File: src/rtl/step_sequencer.sv
// Eight-step pattern sequencer: an editable 8-bit step-enable pattern, a step counter paced by
// TICKS_PER_STEP clock cycles, and strobe/gate/trigger outputs for the note voice.
module step_sequencer #(
  parameter int unsigned TICKS_PER_STEP = 3000000,
  parameter int unsigned CNT_W          = 24
) (
  input  logic       clk,
  input  logic       n_rst,
  input  logic [7:0] toggle,
  input  logic       sequencer_on,
  input  logic       play,
  output logic [7:0] pattern,
  output logic [2:0] step,
  output logic       step_strobe,
  output logic       note_gate,
  output logic       note_trig
);

  localparam logic [CNT_W-1:0] LastTick = CNT_W'(TICKS_PER_STEP - 1);

  typedef enum logic [1:0] {StOff, StIdle, StRun} state_e;

  state_e           state_q, state_d;
  logic [CNT_W-1:0] cnt_q, cnt_d;
  logic [2:0]       step_q, step_d;
  logic             strobe_q, strobe_d;
  logic [7:0]       pattern_q, pattern_d;
  logic             staying_run, wrap, advance, run_entry;

  // State register
  always_ff @(posedge clk or negedge n_rst) begin
    if (!n_rst) begin
      state_q <= StOff;
    end else begin
      state_q <= state_d;
    end
  end

  // Next state follows the control levels; sequencer_on dominates play.
  always_comb begin
    state_d = StOff;
    if (sequencer_on) begin
      state_d = play ? StRun : StIdle;
    end
  end

  // Datapath next-state
  always_comb begin
    staying_run = (state_q == StRun) && (state_d == StRun);
    run_entry   = (state_q != StRun) && (state_d == StRun);
    wrap        = (cnt_q == LastTick);
    advance     = staying_run && wrap;

    // Counter only runs while RUN persists; entry, pause and off all restart it from zero.
    cnt_d = '0;
    if (staying_run && !wrap) begin
      cnt_d = cnt_q + CNT_W'(1);
    end

    step_d = step_q;
    if (state_d == StOff) begin
      step_d = '0;
    end else if (advance) begin
      step_d = step_q + 3'd1;
    end

    strobe_d  = advance || run_entry;
    pattern_d = sequencer_on ? (pattern_q ^ toggle) : pattern_q;
  end

  always_ff @(posedge clk or negedge n_rst) begin
    if (!n_rst) begin
      cnt_q     <= '0;
      step_q    <= '0;
      strobe_q  <= 1'b0;
      pattern_q <= '0;
    end else begin
      cnt_q     <= cnt_d;
      step_q    <= step_d;
      strobe_q  <= strobe_d;
      pattern_q <= pattern_d;
    end
  end

  // Outputs
  always_comb begin
    pattern     = pattern_q;
    step        = step_q;
    step_strobe = strobe_q;
    note_gate   = (state_q == StRun) && pattern_q[step_q];
    note_trig   = strobe_q && pattern_q[step_q];
  end

endmodule
File: config.mk
export PLATFORM = sky130hd
export DESIGN_NAME = step_sequencer
export DESIGN_NICKNAME = d
export VERILOG_FILES = /design/src/rtl/step_sequencer.sv
export SDC_FILE = /design/constraint.sdc
export NUM_CORES = 1
export LEC_CHECK = 0
export ABC_AREA = 1
export BUFFER_PORTS_ARGS = -buffer_cell sky130_fd_sc_hd__buf_2
export CAP_MARGIN = 25
export CORE_MARGIN = 2
export CORE_UTILIZATION = 52
export CTS_CLUSTER_SIZE = 12
export DETAILED_ROUTE_END_ITERATION = 8
export PLACE_DENSITY = 0.83
export SYNTH_ARGS = -nofsm -noshare
export SYNTH_HDL_FRONTEND = slang
export SYNTH_SLANG_ARGS = --single-unit
export TNS_END_PERCENT = 1
File: constraint.sdc
create_clock -name clk -period 1.6 [get_ports clk]
set_input_delay 0.32 -clock clk [delete_from_list [all_inputs] [get_ports clk]]
set_output_delay 0.32 -clock clk [all_outputs]
set_load 0.02 [all_outputs]
# Word-level counts from Yosys, hierarchy flattened
# Cells that the tools add are included.
# op_classes
addsub,2
n_lt_le_gt_ge,1
eq_ne,4
muxes,7
bitwise,1
n_reduce_logical,10
# op_table
cell,count
$add 24x1->24 const B,1
$eq 24x22->1 const B,1
$mux 24,1
$xor 8x8->8,1
$logic_and 1x1->1,6
$mux 3,2
$eq 2x2->1 const B,2
$lt 3x4->1 const B,1
$mux 2,2
$add 3x1->3 const B,1
$bmux 1 s3,1
$logic_not 2->1,1
$ne 2x2->1 const B,1
$reduce_bool 2->1,1
$logic_not 1->1,1
$logic_or 1x1->1,1
$mux 1,1
# totals
reg_bits,38
inputBits,12
out_inout_bits,14
word_cells,30

# Longest topological paths before layout
# Gate-level depths: netlist of run 1.
# depth
word_depth,7
depth_mapped,9
depth_no_buf,8

# Least setup slack after synthesis of run 1
# No wires, ideal clock.
# synth_path
path_kind,reg2out
from,reg step_q[0] (netlist: step[0])
to,out note_gate
t_arrival_ns,1.227
required_time_ns,1.280
setup_slack_ns,0.053
stages_incl_launch_ff,7
path_buffers,0
cell_sequence,dfrtp_1 > nor2_1 > nor2_1 > o21ai_0 > nand3_1 > o21ai_0 > nor2_1
# synth_between
elab_chain_cells,3
# synth_lines
item,line_no,text
start: declaration,25,"logic [2:0] step_q, step_d;"
start signal: assignment,79,step_q <= step_d;
$bmux 1 s3,90,note_gate = (state_q == StRun) && pattern_q[step_q];
$mux 1 (implied by the code),90,
$logic_and 1x1->1,90,
end: declaration,15,"output logic note_gate,"
# Every way passes these cells. The select of a mux whose other input is x is not followed.

# Worst setup path after layout of run 1
# layout_path
from,reg step_q[0] (netlist: step[0])
to,out note_trig
# layout_between
elab_chain_cells,3
# layout_lines
item,line_no,text
$bmux 1 s3,91,note_trig = strobe_q && pattern_q[step_q];
$mux 1 (implied by the code),91,
$logic_and 1x1->1,91,
end: declaration,16,output logic note_trig
# Every way passes these cells. The select of a mux whose other input is x is not followed.

==> results.json, run 1 <==
{
  "synthTopCellsByArea": "dfrtp_1 (46%), nand2_1 (15%), nor2_1 (13%)",
  "synth_edf_count": 0,
  "switching_share_pct": 32.9,
  "seq_power_share_pct": 49.3,
  "dr.pass1.iters": 4,
  "syn_avg_cell_area_sq_um": 7.49,
  "fmax_ghz": 0.571,
  "fillCellCount": 320,
  "syn2layout_area_growth_pct": 18.4,
  "yosys_register_bits": 38,
  "clkTransAtPathRegs_ns": 0.08,
  "cp.required_ns": 1.28,
  "drc": 0,
  "end_kind": "primary output",
  "routed_wl_um": 4480,
  "setup_ws_ns": -0.152,
  "design.die.area_sq_mm": 0.00450,
  "setup_viol": 2,
  "syn_inst": 276,
  "r2r_cells": 8,
  "fin_util_pct": 65.4,
  "synth_common_cells": "nand2_1 (80), nor2_1 (72), dfrtp_1 (38), inv_1 (23), xor2_1 (17)",
  "final_area_sq_mm": 0.00245,
  "avgRoutedWirePerCell_um": 12.3,
  "ff_latch_area_sq_um": 952,
  "dpl_cell_area_sq_mm": 0.00230,
  "synth_top_area_cell": "dfrtp_1",
  "crit_path_max_fanout": 7,
  "async_flop_share_pct": 100,
  "fp-row-count": 22,
  "num_vias": 1844,
  "synthMostInstantiatedCell": "nand2_1",
  "worstPathArrival_ns": 1.43,
  "drt_iter0_markers": 118,
  "r2r_setup_slack_ns": 0.15,
  "violations": "negative setup slack",
  "whs_ns": 0.188,
  "cts_tree": "built",
  "nets": 331,
  "worst_pin_slew_ns": 0.443,
  "p_leak_nw": 1.11,
  "detailed_place_hpwl_um": 3200,
  "multi_input_area_sq_mm": 0.00101,
  "drv_cap": 0,
  "rsz0062_at_grt": "true",
  "grt_pass1_vias": 1805,
  "start_util_pct": 55.2,
  "cts-buffers-inserted": 5,
  "cts_root_buffer": "clkbuf_8",
  "status": "complete, but fails checks",
  "hold_start": "play",
  "ys.flop_type": "dfrtp_1",
  "synth_cell_type_count": 19,
  "clock_sinks": 38,
  "period_share_pct": 110,
  "fp.coreArea_sq_mm": 0.00374,
  "worstHoldPathCells": 2,
  "fin_crit_ns": 1.75,
  "fp.dieH_um": 67.1,
  "diodes": 0,
  "finalClockSkew_ns": 0.00729,
  "synth-seq-area-share_pct": 46.0,
  "min_to": "state_q[0]$_DFF_PN0_",
  "die_x_um": 67.1,
  "place_congestion": 0.927,
  "cts-htree-levels": 2,
  "combPwrFrac_pct": 21.8,
  "syn_nets": 290,
  "start_kind": "register",
  "drt.antenna.violating_nets": 0,
  "antenna_found_initial": 0,
  "finalHoldViolations": 0,
  "pre_cts_ws_ns": -0.0202,
  "synth.cell_area_sq_mm": 0.00207,
  "r2r_end": "cnt_q[2]$_DFF_PN0_",
  "cellPowerDensity_mw_per_mm2": 981,
  "grt_max_degree": 39,
  "drive_above_1_share_pct": 18.6,
  "critPathKind": "register to primary output",
  "clk_latency_ns": 0.30,
  "ios": 26,
  "grt.overflow.total": 0,
  "pwr-share-clk_pct": 28.9,
  "slew_headroom_pct": 70.4,
  "hold_path.class": "input port to register",
  "synth_top_area_share_pct": 46.0,
  "power_switching_w": 0.000789,
  "slew_violations": 0,
  "viasPerCell": 5.04,
  "totalPowerFinal_w": 0.00240,
  "p_int_w": 0.00161,
  "track_usage_pct": 23.1,
  "rr_startpoint": "cnt_q[1]$_DFF_PN0_",
  "cts_buffer_depth": 2,
  "grt_pass1_wl_um": 7780,
  "ir_worst_vdd_v": 0.000841,
  "yosys_warnings": 0,
  "port_buffers": 25
}
==> layout make-up <==
| cell class | instances | share of cell area [%] |
|---|---|---|
| clock buffer | 6 | 3.37 |
| clock inverter | 2 | 0.511 |
| inverter | 25 | 3.83 |
| multi-input combinational | 210 | 41.4 |
| sequential | 38 | 38.9 |
| tap | 48 | 2.45 |
| timing repair buffer | 37 | 9.50 |
==> flip-flops by register name, summed over array words and instances, names as in the netlist <==
signal and count:
step 3, step_strobe 1, cnt_q 24, pattern 8
state_q 2
==> cell usage in the layout (no fill, tap or decap), drive strengths merged <==
| master | instances |
|---|---|
| nand3 | 17 |
| dfrtp | 38 |
| clkinvlp | 1 |
| nor2 | 75 |
| nand2 | 83 |
| buf | 36 |
| xnor2 | 7 |
| a21oi | 1 |
| nand4 | 3 |
| ha | 2 |
| inv | 25 |
| clkinv | 1 |
| dlygate4sd3 | 1 |
| xor2 | 17 |
| o21ai | 5 |
| clkbuf | 6 |
==> per-layer routing <==
| layer | wire [um] | global-route usage [%] |
|---|---|---|
| met1 | 2000 | 28.7 |
| met2 | 2190 | 37.5 |
| met3 | 219 | 6.93 |
| met4 | 71 | 8.93 |
| met5 | 0 | 0 |
==> power groups by stage <==
stage | Clock (W) | Combinational (W) | Sequential [W]
6_report | 0.000694 | 0.000523 | 0.00118
5_1_grt | 0.000753 | 0.000580 | 0.00120
2_1_floorplan | 0 | 0.000178 | 0.00131
3_3_place_gp | 0 | 0.000485 | 0.00120
4_1_cts | 0.000712 | 0.000528 | 0.00118
3_5_place_dp | 0 | 0.000504 | 0.00119
==> cells by family (layout without fill, tap and decap cells) <==
family	count (synthesis)	count (layout)	share of synthesized area, %
buffers and inverters	28	70	5.81
DFF	38	38	46.0
and+or+nand+nor	178	178	35.4
AOI/OAI and AO/OA	6	6	1.45
adders and majority gates	2	2	1.21
xor gates and xnor gates	24	24	10.2
==> through the flow <==
| step | TNS (ns) | instances |
|---|---|---|
| after global routing | -0.478 | 366 |
| after floorplan | 0 | 276 |
| final | -0.298 | 366 |
| after global placement | 0 | 354 |
| after detailed placement | -0.0240 | 354 |
| after CTS | -0.274 | 365 |
==> repair_timing <==
action                                  in CTS  in global routing
resized for setup                            9                  3
hold buffers                                 1                  0
hold endpoints to repair                    38                  0
setup buffers                                2                  1
pin swaps                                    3                  2
endpoints found under the setup margin       2                 26
==> worst max-delay path by stage <==
stage | startpoint | endpoint | slack (ns) | cells past startpoint
2_1_floorplan | step[0]$_DFFE_PN0P_ | note_gate | 0.05 | 6
3_3_place_gp | step[0]$_DFFE_PN0P_ | note_gate | 0.08 | 6
3_5_place_dp | step[0]$_DFFE_PN0P_ | note_trig | -0.02 | 6
4_1_cts | step[0]$_DFFE_PN0P_ | note_trig | -0.14 | 7
5_1_grt | step[0]$_DFFE_PN0P_ | note_trig | -0.25 | 7
6_report | step[0]$_DFFE_PN0P_ | note_trig | -0.15 | 7
==> worst max-delay path, stage by stage (launching register included) <==
cell and delay, ns:
dfrtp_2 0.47, nor2_2 0.11, nor2_1 0.06, o21ai_1 0.07
nand2_1 0.08, o21ai_2 0.13, nor2_1 0.06, buf_4 0.15
No activity file was read; power rests on OpenSTA's default activity.
==> inputs of run 2 (changes only) <==
--- a/config.mk
+++ b/config.mk
@@ -13,6 +13,8 @@
 export CTS_CLUSTER_SIZE = 12
 export DETAILED_ROUTE_END_ITERATION = 8
 export PLACE_DENSITY = 0.83
+export RECOVER_POWER = 100
+export REMOVE_ABC_BUFFERS = 1
 export SYNTH_ARGS = -nofsm -noshare
 export SYNTH_HDL_FRONTEND = slang
 export SYNTH_SLANG_ARGS = --single-unit
==> results.json, run 2 (synthesis results as in run 1) <==
{
  "path_common_cell": "nor2_1",
  "period_share_pct": 106,
  "avgRoutedWirePerCell_um": 11.7,
  "worstSetupStartpoint": "step[0]$_DFFE_PN0P_",
  "fp.coreArea_sq_mm": 0.00374,
  "start_util_pct": 55.2,
  "tns_ns": -0.181,
  "finalClockSkew_ns": 0.00751,
  "syn2layout_area_growth_pct": 18.8,
  "ir_worst_vdd_v": 0.000718,
  "critical_path.cell_chain": "nor2_1 > nor2_1 > o21ai_0 > nand3_1 > o21ai_2 > nor2_1 > buf_4",
  "fmax_ghz": 0.589,
  "status": "complete, but fails checks",
  "rsz0062_at_grt": "true",
  "fp-row-count": 22,
  "clock_sinks": 38,
  "end_kind": "primary output",
  "start_kind": "register",
  "cts_buffer_depth": 2,
  "slew_headroom_pct": 37.4,
  "regMostFlops": "cnt_q",
  "antenna_found_initial": 0,
  "fp.dieH_um": 67.1,
  "worst_pin_slew_ns": 0.940,
  "violations": "negative setup slack",
  "drt_iter0_markers": 93,
  "p_leak_nw": 1.09,
  "drt.antenna.violating_nets": 0,
  "cp_slowest_cell": "dfrtp_2",
  "track_usage_pct": 21.5,
  "routed_wl_um": 4250,
  "cts_root_buffer": "clkbuf_8",
  "grt_pass1_wl_um": 7270,
  "diodes": 0,
  "hold_start": "play",
  "rr_startpoint": "cnt_q[0]$_DFF_PN0_",
  "grt_pass1_vias": 1680,
  "max_stage_delay_ns": 0.46,
  "setup_ws_ns": -0.0973,
  "grt.overflow.total": 0,
  "critPathKind": "register to primary output",
  "drv_cap": 0,
  "cts-buffers-inserted": 5,
  "viasPerCell": 4.92,
  "grt_max_degree": 25,
  "hold_path.class": "input port to register",
  "final_common_cell": "nand2_1",
  "setup_viol": 2,
  "place_congestion": 0.927,
  "cts-htree-levels": 2,
  "die_x_um": 67.1,
  "design.die.area_sq_mm": 0.00450,
  "cp.required_ns": 1.28,
  "drc": 0,
  "final_cell_mix": "nand2_1 (80), nor2_1 (69), dfrtp_1 (37), inv_1 (21), xor2_1 (17)",
  "cellPowerDensity_mw_per_mm2": 1090,
  "totalPowerFinal_w": 0.00268,
  "largest_register_ffs": 24,
  "fin_crit_ns": 1.70,
  "port_buffers": 25,
  "clk_latency_ns": 0.29,
  "num_vias": 1790,
  "dr.pass1.iters": 5,
  "clkTransAtPathRegs_ns": 0.07,
  "drive_above_1_share_pct": 15.5,
  "finalHoldViolations": 0,
  "crit_path_max_fanout": 7,
  "worstPathArrival_ns": 1.38,
  "ios": 26,
  "cts_tree": "built",
  "slew_violations": 0,
  "nets": 329,
  "detailed_place_hpwl_um": 3240
}
-- run 2: changes by cell type in the layout (fill, tap and decap cells not counted), moves of 2 or more --
cell,previous run,this run
bufinv_16,0,2
clkbuf_1,0,10
buf_2,24,14
buf_4,11,9
-- run 2: through the flow --
stage                     setup slack (ns)  util, %  area, sq um  hold WS, ns  instances
after floorplan                     0.0528        -         2040       0.0244        273
after global placement               0.137     61.4         2300        0.270        354
after CTS                           -0.119     65.8         2460        0.181        364
final                              -0.0973     65.6         2460        0.187        364
after detailed placement            0.0796     61.4         2300        0.276        354
after global routing                -0.207     65.6         2460        0.177        364
-- run 2: final timing paths --
kind                                          endpoint  slack, ns  depth (start not counted)
worst max-delay path                         note_gate       -0.1                          7
worst min-delay path              state_q[0]$_DFF_PN0_       0.19                          2
worst max register to register     cnt_q[18]$_DFF_PN0_       0.14                          8
worst min register to register  pattern[7]$_DFFE_PN0P_       0.54                          2
max in group asynchronous          step[0]$_DFFE_PN0P_       0.19                          3
min in group asynchronous           cnt_q[4]$_DFF_PN0_       0.69                          2
-- run 2: cell type report --
type,count,area [sq um]
Fill cell,350,1290
Timing Repair Buffer,35,196
Multi-Input combinational cell,210,1020
Inverter,25,93.8
Clock buffer,5,68.8
Tap cell,48,60.1
Clock inverter,3,68.8
Sequential cell,38,952
-- run 2: layer usage --
layer	GRT usage (%)	vias up	wire length, um
met4	6.89	0	63
met1	28.4	822	1980
li1	-	916	-
met2	34.9	46	2020
met3	4.73	6	194
met5	0	-	0
-- run 2: power breakdown --
group / internal, W / switching (W) / total [W] / leakage (nW)
clock: 0.000625 / 0.000351 / 0.000976 / 0.0683
combinational: 0.000183 / 0.000332 / 0.000515 / 0.509
sequential: 0.00107 / 0.000123 / 0.00119 / 0.508
total: 0.00188 / 0.000806 / 0.00268 / 1.09
-- run 2: critical path, delay by kind of cell (launching register included) --
| family | cells | cell delay [ns] |
|---|---|---|
| AOI/OAI and AO/OA | 2 | 0.16 |
| DFF | 1 | 0.46 |
| and+or+nand+nor | 4 | 0.33 |
| buffers and inverters | 1 | 0.15 |
-- run 2: what timing repair did --
| item | in CTS | in global routing |
|---|---|---|
| gates resized for setup | 8 | 5 |
| setup buffers | 1 | 0 |
| setup endpoints to repair | 2 | 22 |
| endpoints found under the hold margin | 16 | 0 |
| pin swaps | 3 | 2 |
| hold buffers | 1 | 0 |
